--- config.mk ---
export PLATFORM = sky130hd
export DESIGN_NAME = pwm_core_flat
export DESIGN_NICKNAME = d
export VERILOG_FILES = /design/src/rtl/pwm_core_if.sv /design/src/rtl/pwm_core.sv /design/src/flat_wrapper.sv
export SDC_FILE = /design/constraint.sdc
export NUM_CORES = 1
export LEC_CHECK = 0
export CAP_MARGIN = 40
export CORE_UTILIZATION = 56
export CTS_CLUSTER_DIAMETER = 120
export DETAILED_ROUTE_END_ITERATION = 10
export PLACE_DENSITY = 0.83
export RECOVER_POWER = 50
export SLEW_MARGIN = 30
export SYNTH_ARGS = -nofsm -noshare
export SYNTH_HDL_FRONTEND = slang
export SYNTH_SLANG_ARGS = --single-unit
--- constraint.sdc ---
create_clock -name clk -period 4.5 [get_ports clk]
set_input_delay 0.675 -clock clk [delete_from_list [all_inputs] [get_ports clk]]
set_output_delay 0.675 -clock clk [all_outputs]
set_load 0.01 [all_outputs]
--- src/rtl/pwm_core_if.sv ---
// Bundles the control inputs and status outputs of pwm_core.
// The core connects through the slave modport and the driving side uses master.
interface pwm_core_if #(
  parameter int WIDTH = 16
);
  logic             en;
  logic             slow_clk;
  logic [WIDTH:0]   duty_in;
  logic             ovr_clr;
  logic             pwm_out;
  logic             period_start;
  logic             upd_ack;
  logic             overrun;
  logic [WIDTH:0]   duty_active;

  modport master (
    output en,
    output slow_clk,
    output duty_in,
    output ovr_clr,
    input  pwm_out,
    input  period_start,
    input  upd_ack,
    input  overrun,
    input  duty_active
  );

  modport slave (
    input  en,
    input  slow_clk,
    input  duty_in,
    input  ovr_clr,
    output pwm_out,
    output period_start,
    output upd_ack,
    output overrun,
    output duty_active
  );
endinterface

--- src/rtl/pwm_core.sv ---
// Fast-domain PWM generator. A new duty value is captured on each rising edge of the
// slow update clock and takes effect only at a period boundary, so pwm_out never glitches.
module pwm_core #(
  parameter int             WIDTH     = 16,
  parameter logic [WIDTH:0] DUTY_INIT = '0
) (
  input  logic       clk,
  input  logic       rst,
  pwm_core_if.slave  bus
);

  localparam logic [WIDTH-1:0] CNT_MAX   = '1;
  localparam logic [WIDTH:0]   DUTY_FULL = {1'b1, {WIDTH{1'b0}}};

  logic             s1_q, s1_d;
  logic             s2_q, s2_d;
  logic             s3_q, s3_d;
  logic [1:0]       arm_q, arm_d;
  logic [WIDTH-1:0] cnt_q, cnt_d;
  logic             pwm_q, pwm_d;
  logic             period_start_q, period_start_d;
  logic             upd_ack_q, upd_ack_d;
  logic             overrun_q, overrun_d;
  logic             pending_q, pending_d;
  logic [WIDTH:0]   duty_pending_q, duty_pending_d;
  logic [WIDTH:0]   duty_active_q, duty_active_d;

  logic             upd_edge;
  logic             wrap;
  logic             apply;
  logic             ovr_set;
  logic [WIDTH:0]   duty_sat;

  // The arm counter hides the spurious edge a slow_clk already high at reset would make.
  always_comb begin
    s1_d           = bus.slow_clk;
    s2_d           = s1_q;
    s3_d           = s2_q;
    arm_d          = (arm_q == 2'd3) ? arm_q : arm_q + 2'd1;
    upd_edge       = s2_q & ~s3_q & (arm_q == 2'd3);

    wrap           = (cnt_q == CNT_MAX);
    apply          = pending_q & (~bus.en | wrap);
    ovr_set        = upd_edge & pending_q & ~apply;
    duty_sat       = (bus.duty_in > DUTY_FULL) ? DUTY_FULL : bus.duty_in;

    cnt_d          = bus.en ? cnt_q + 1'b1 : '0;
    period_start_d = bus.en & wrap;
    pwm_d          = bus.en & ({1'b0, cnt_q} < duty_active_q);
    upd_ack_d      = apply;

    pending_d      = pending_q;
    duty_pending_d = duty_pending_q;
    duty_active_d  = duty_active_q;

    if (apply) begin
      duty_active_d = duty_pending_q;
      pending_d     = 1'b0;
    end
    // A capture in the apply cycle refills pending after the old value has moved on.
    if (upd_edge) begin
      duty_pending_d = duty_sat;
      pending_d      = 1'b1;
    end

    overrun_d      = ovr_set | (overrun_q & ~bus.ovr_clr);
  end

  always_ff @(posedge clk) begin
    if (rst) begin
      s1_q           <= 1'b0;
      s2_q           <= 1'b0;
      s3_q           <= 1'b0;
      arm_q          <= 2'd0;
      cnt_q          <= '0;
      pwm_q          <= 1'b0;
      period_start_q <= 1'b0;
      upd_ack_q      <= 1'b0;
      overrun_q      <= 1'b0;
      pending_q      <= 1'b0;
      duty_pending_q <= '0;
      duty_active_q  <= DUTY_INIT;
    end else begin
      s1_q           <= s1_d;
      s2_q           <= s2_d;
      s3_q           <= s3_d;
      arm_q          <= arm_d;
      cnt_q          <= cnt_d;
      pwm_q          <= pwm_d;
      period_start_q <= period_start_d;
      upd_ack_q      <= upd_ack_d;
      overrun_q      <= overrun_d;
      pending_q      <= pending_d;
      duty_pending_q <= duty_pending_d;
      duty_active_q  <= duty_active_d;
    end
  end

  assign bus.pwm_out      = pwm_q;
  assign bus.period_start = period_start_q;
  assign bus.upd_ack      = upd_ack_q;
  assign bus.overrun      = overrun_q;
  assign bus.duty_active  = duty_active_q;

endmodule

--- src/flat_wrapper.sv ---
// flat-port wrapper written by rule: the top's interface ports become plain ports
module pwm_core_flat 
#(
  parameter int             WIDTH     = 16,
  parameter logic [WIDTH:0] DUTY_INIT = '0
)
  (clk, rst, bus_en, bus_slow_clk, bus_duty_in, bus_ovr_clr, bus_pwm_out, bus_period_start, bus_upd_ack, bus_overrun, bus_duty_active);
  pwm_core_if #(.WIDTH(WIDTH)) bus_i ();
  input  logic clk;
  input  logic rst;
  input wire logic [$bits(bus_i.en)-1:0] bus_en;
  input wire logic [$bits(bus_i.slow_clk)-1:0] bus_slow_clk;
  input wire logic [$bits(bus_i.duty_in)-1:0] bus_duty_in;
  input wire logic [$bits(bus_i.ovr_clr)-1:0] bus_ovr_clr;
  output wire logic [$bits(bus_i.pwm_out)-1:0] bus_pwm_out;
  output wire logic [$bits(bus_i.period_start)-1:0] bus_period_start;
  output wire logic [$bits(bus_i.upd_ack)-1:0] bus_upd_ack;
  output wire logic [$bits(bus_i.overrun)-1:0] bus_overrun;
  output wire logic [$bits(bus_i.duty_active)-1:0] bus_duty_active;
  assign bus_i.en = bus_en;
  assign bus_i.slow_clk = bus_slow_clk;
  assign bus_i.duty_in = bus_duty_in;
  assign bus_i.ovr_clr = bus_ovr_clr;
  assign bus_pwm_out = bus_i.pwm_out;
  assign bus_period_start = bus_i.period_start;
  assign bus_upd_ack = bus_i.upd_ack;
  assign bus_overrun = bus_i.overrun;
  assign bus_duty_active = bus_i.duty_active;
  pwm_core #(.WIDTH(WIDTH), .DUTY_INIT(DUTY_INIT)) u_core (.clk(clk), .rst(rst), .bus(bus_i));
endmodule
# Yosys cells after proc, flatten, opt, wreduce, memory -nomap -nowiden
# Index checks and enable logic that the tools add are counted.
word_totals:
  regBits: 60
  out_inout_bits: 21
classes:
  eq_ne: 2
  n_lt_le_gt_ge: 2
  addsub: 2
  bitwise_logic: 14
  mux: 3
  n_reduce_logical: 2
op_table:
  columns: ["cell", "count"]
  rows:
  - ["$gt A17 B17 Y1 const B", 1]
  - ["$lt A16 B17 Y1", 1]
  - ["$mux W17", 1]
  - ["$add A16 B1 Y16 const B", 1]
  - ["$eq A16 B16 Y1 const B", 1]
  - ["$and A1 B1 Y1", 8]
  - ["$not A1 Y1", 4]
  - ["$add A2 B1 Y2 const B", 1]
  - ["$eq A2 B2 Y1 const B", 1]
  - ["$mux W1", 2]
  - ["$or A1 B1 Y1", 2]
  - ["$reduce_bool A2 Y1", 1]
  - ["$reduce_or A2 Y1", 1]

# Logic depth before layout (Yosys ltp)
depth:
  depth_word: 6
  ltp_mapped: 8
  depth_no_buf: 7

# Least setup slack after synthesis
# No wires, ideal clock.
synth_path:
  path_type: "input to register"
  from: "input bus_duty_in[3]"
  to: "register u_core.duty_pending_q[10]"
  path_stages: 5
  arrival_ps: 1738
  path_slack_ps: 2702
  path_cell_list: "nor4_1 a41oi_1 and4bb_2 buf_2 a22o_1"
synth_via:
  elab_chain_len: 2
synth_lines:
  columns: ["element", "line_no", "rtl"]
  rows:
  - ["start, declared", "flat_wrapper.sv:13", "input wire logic [$bits(bus_i.duty_in)-1:0] bus_duty_in;"]
  - ["$gt A17 B17 Y1", "pwm_core.sv:45", "duty_sat = (bus.duty_in > DUTY_FULL) ? DUTY_FULL : bus.duty_in;"]
  - ["$mux W17", "pwm_core.sv:45", null]
  - ["end signal, assigned", "pwm_core.sv:94", "duty_pending_q <= duty_pending_d;"]
  - ["end, declared", "pwm_core.sv:25", "logic [WIDTH:0] duty_pending_q, duty_pending_d;"]
# No other way between the ends.
# A chain may end at the register's enable or synchronous reset.

# Worst setup path in the final report
layout_path:
  from: "register u_core.cnt_q[1]"
  to: "register u_core.duty_active_q[13] (netlist: u_core.bus.duty_active[13])"
layout_via:
  elab_chain_len: 3
layout_lines:
  columns: ["element", "line_no", "rtl"]
  rows:
  - ["start, declared", "pwm_core.sv:19", "logic [WIDTH-1:0] cnt_q, cnt_d;"]
  - ["start signal, assigned", "pwm_core.sv:88", "cnt_q <= cnt_d;"]
  - ["$eq A16 B16 Y1", "pwm_core.sv:42", "wrap = (cnt_q == CNT_MAX);"]
  - ["$or A1 B1 Y1", "pwm_core.sv:43", "apply = pending_q & (~bus.en | wrap);"]
  - ["$and A1 B1 Y1", "pwm_core.sv:43", null]
  - ["end signal, assigned", "pwm_core.sv:95", "duty_active_q <= duty_active_d;"]
  - ["end, declared", "pwm_core.sv:26", "logic [WIDTH:0] duty_active_q, duty_active_d;"]
# No other way between the ends.

==> flow_summary.toml <==
[power]
vdd_ir_drop_max_v = 0.0002111
total_power_mw = 1.161
power.leakage_nw = 1.414
powerDensity_nw_per_um2 = 359.9

[layout]
fillers = 321
seq_area_um2 = 1201
final_nets = 346
layout-drive-gt1-share = 0.06731
antenna_cells = 0
final_core_util = 0.7354
area_delta_synth_final_pct = 25.83
multi_input_area_um2 = 1224

[floorplan]
dieWidth_um = 69.65
num_io_pins = 43
core_area_um2 = 4384
die_y_um = 69.65
start_util = 0.5845
die_area_um2 = 4850
rows = 24

[logic_synthesis]
synthXorXnorAreaFrac = 0.04785
synth_fa_ha_area_frac = 0.08301
synth.mux.area_fraction = 0.07031
synth_seq_cells = 60
synth_cells = 260
avgSynthCellArea_um2 = 9.856
synth_compound_area_frac = 0.1045
synth-seq-area-share = 0.4688
yosys.area.top_type = "dfxtp_1"
syn-num-nets = 299
ys_types = 38
syn_area_um2 = 2562
yosys_warnings = 0
netlist_top_cells_area = "dfxtp_1 (47%), ha_1 (8.3%), mux2i_1 (7.0%), nor2_1 (6.2%), a22o_1 (5.1%)"
yosys.area_share.simple = 0.1777
synth_top_family_by_area = "simple AND/OR/NAND/NOR gates"
synth_top_area_share = 0.4688

[global_routing]
grt_first_pass_wirelength_um = 9597
grt_use_total = 0.2549
grt_max_degree = 21
grt_pass1_vias = 2006
gr-total-overflow = 0
antenna_found_initial = 0

[timing]
final.setup.tns_ns = 0
layout_setup_ws_ns = 1.733
setup_viol = 0
final_max_slew_viol_count = 0
min_period_ns = 2.767
period_share = 0.6149
max_freq_ghz = 0.3614
hold_violations = 0
rsz0062_at_grt = "no"
max_slew_margin = 0.1755
tightestPinTransition_ns = 1.237
clock_skew_ns = 0.008060

[cts]
cts_tree = "done"
cts.sinks = 60
postCtsSetupBuffers = 0
cts_hold_buf = 0
post_cts_resized = 0
cts_root_buf = "clkbuf_8"
clkLatencyLatePin_ns = 0.34
clockBufferDepth = 2
numCtsBuffers = 9
cts.clk_slew.worst_paths_ns = 0.07
cts_max_level = 3

[worst_setup_path]
required_ns = 4.69
r2r_cells = 7
start_kind = "register"
path_cells = "ha_1 > nand2_1 > nor4_1 > a41oi_2 > clkbuf_1 > mux2i_1 > nor2_1"
crit_arrival_ns = 2.96
crit_path_end_kind = "register"
slowest_delay_ns = 0.71
crit_type = "register to register"
slowest_stage = "nor4_1"
cp_max_fo = 18

[detailed_routing]
first_pass_iters = 4
wl_per_cell_um = 15.54
vias = 1992
via_per_inst = 5.473
antenna_left = 0
drtIter0Drc = 143
drc_errors = 0
routed_wl_um = 5657

[job]
maxCapViolations = 0

[placed_design]
gp_congestion = 0.7454
io_buffers = 42
pre_cts_slack_ns = 1.917
dp.final_hpwl_um = 4057

[hold_path]
hold_depth = 1
hp-class = "register to register"

[run_status]
status = "finished, final reports clean"
-- cell families after synthesis --
logic type / Yosys count
AO/OA/AOI/OAI: 36
flip-flops: 60
XOR/XNOR: 14
multiplexers: 18
adder cells (fa/ha/maj): 17
AND/OR/NAND/NOR: 89
buffers and inverters: 26
-- sequential cells by signal (all words and copies together), names as in the netlist, 2 cells and up --
name,flops
u_core.bus.duty_active,17
u_core.duty_pending_q,17
u_core.cnt_q,16
u_core.arm_q,2
-- critical path, delay by kind of cell (launching register included) --
kind / cells / cell delay (ns)
buffers and inverters: 1 / 0.54
adder cells (fa/ha/maj): 1 / 0.24
multiplexers: 1 / 0.32
AO/OA/AOI/OAI: 1 / 0.19
flip-flops: 1 / 0.41
AND/OR/NAND/NOR: 3 / 0.90
-- layout by cell type, fill, tap and decap left out, types with 2 or more instances in the layout --
cell,Yosys,final
a21oi_1,11,11
a22o_1,15,15
a41oi_1,2,2
and3_1,2,2
bufinv_16,0,2
clkbuf_1,3,2
clkbuf_8,0,12
clkdlybuf4s50_1,0,20
clkinv_2,0,2
dfxtp_1,60,60
dlygate4sd3_1,0,22
ha_1,17,17
inv_1,17,17
mux2i_1,18,18
nand2_1,11,11
nand2b_1,4,4
nand3_1,8,8
nand4_1,2,2
nor2_1,42,42
nor2b_1,4,4
nor3_1,2,2
nor4_1,5,6
o21ai_0,3,3
xnor2_1,6,6
xor2_1,8,8
-- path summary, 6_finish.rpt --
| path | from | slack [ns] | endpoint |
|---|---|---|---|
| worst min-delay path | u_core.s1_q$_SDFF_PP0_ | 0.47 | u_core.s2_q$_SDFF_PP0_ |
| worst max-delay path | u_core.cnt_q[1]$_SDFF_PP0_ | 1.73 | u_core.bus.duty_active[13]$_SDFFE_PP0P_ |
| worst max register to register | u_core.cnt_q[1]$_SDFF_PP0_ | 1.73 | u_core.bus.duty_active[13]$_SDFFE_PP0P_ |
| worst min register to register | u_core.s1_q$_SDFF_PP0_ | 0.47 | u_core.s2_q$_SDFF_PP0_ |
-- through the flow --
stage	cells	cell area, um^2	hold WS (ns)
finish	364	3224	0.4735
global route	364	3224	0.4821
CTS	364	3254	0.4757
detailed placement	348	3019	0.4498
global placement	346	2997	0.4182
floorplan	260	2562	0.4138
-- layer usage --
metal,GRT usage,up-vias,wire [um]
met5,0,-,0
li1,-,996,-
met3,0.09593,11,257
met2,0.4099,58,2817
met4,0.09111,0,86
met1,0.3124,927,2496
-- cell usage after synthesis, drive strengths merged --
master   count
ha          17
nand2       11
nand4        2
nand4b       1
buf          6
nor4         6
nand2b       4
dfxtp       60
nor2        42
a22o        15
nand3b       1
o41ai        1
a21o         1
mux2i       18
and3         2
o21ai        3
nor2b        4
a2111oi      1
a21oi       11
and4bb       1
a41oi        3
nor3         2
and3b        1
xor2         8
a211oi       1
inv         17
and4         1
or4          1
clkbuf       3
or3          1
xnor2        6
nand3        9
-- layout make-up --
type / count / area share
clock buffer: 12 / 0.05122
clock inverter: 4 / 0.02173
inverter: 17 / 0.01979
multi-input combinational: 174 / 0.3795
sequential: 60 / 0.3725
tap: 52 / 0.02018
timing repair buffer: 45 / 0.1350
-- where the power goes --
group	switching, mW	internal (mW)	leakage [nW]
logic	0.0243	0.0274	0.807
clock network	0.210	0.355	0.122
registers	0.00506	0.538	0.484
Note: power is estimated with default switching activity, not from simulation.
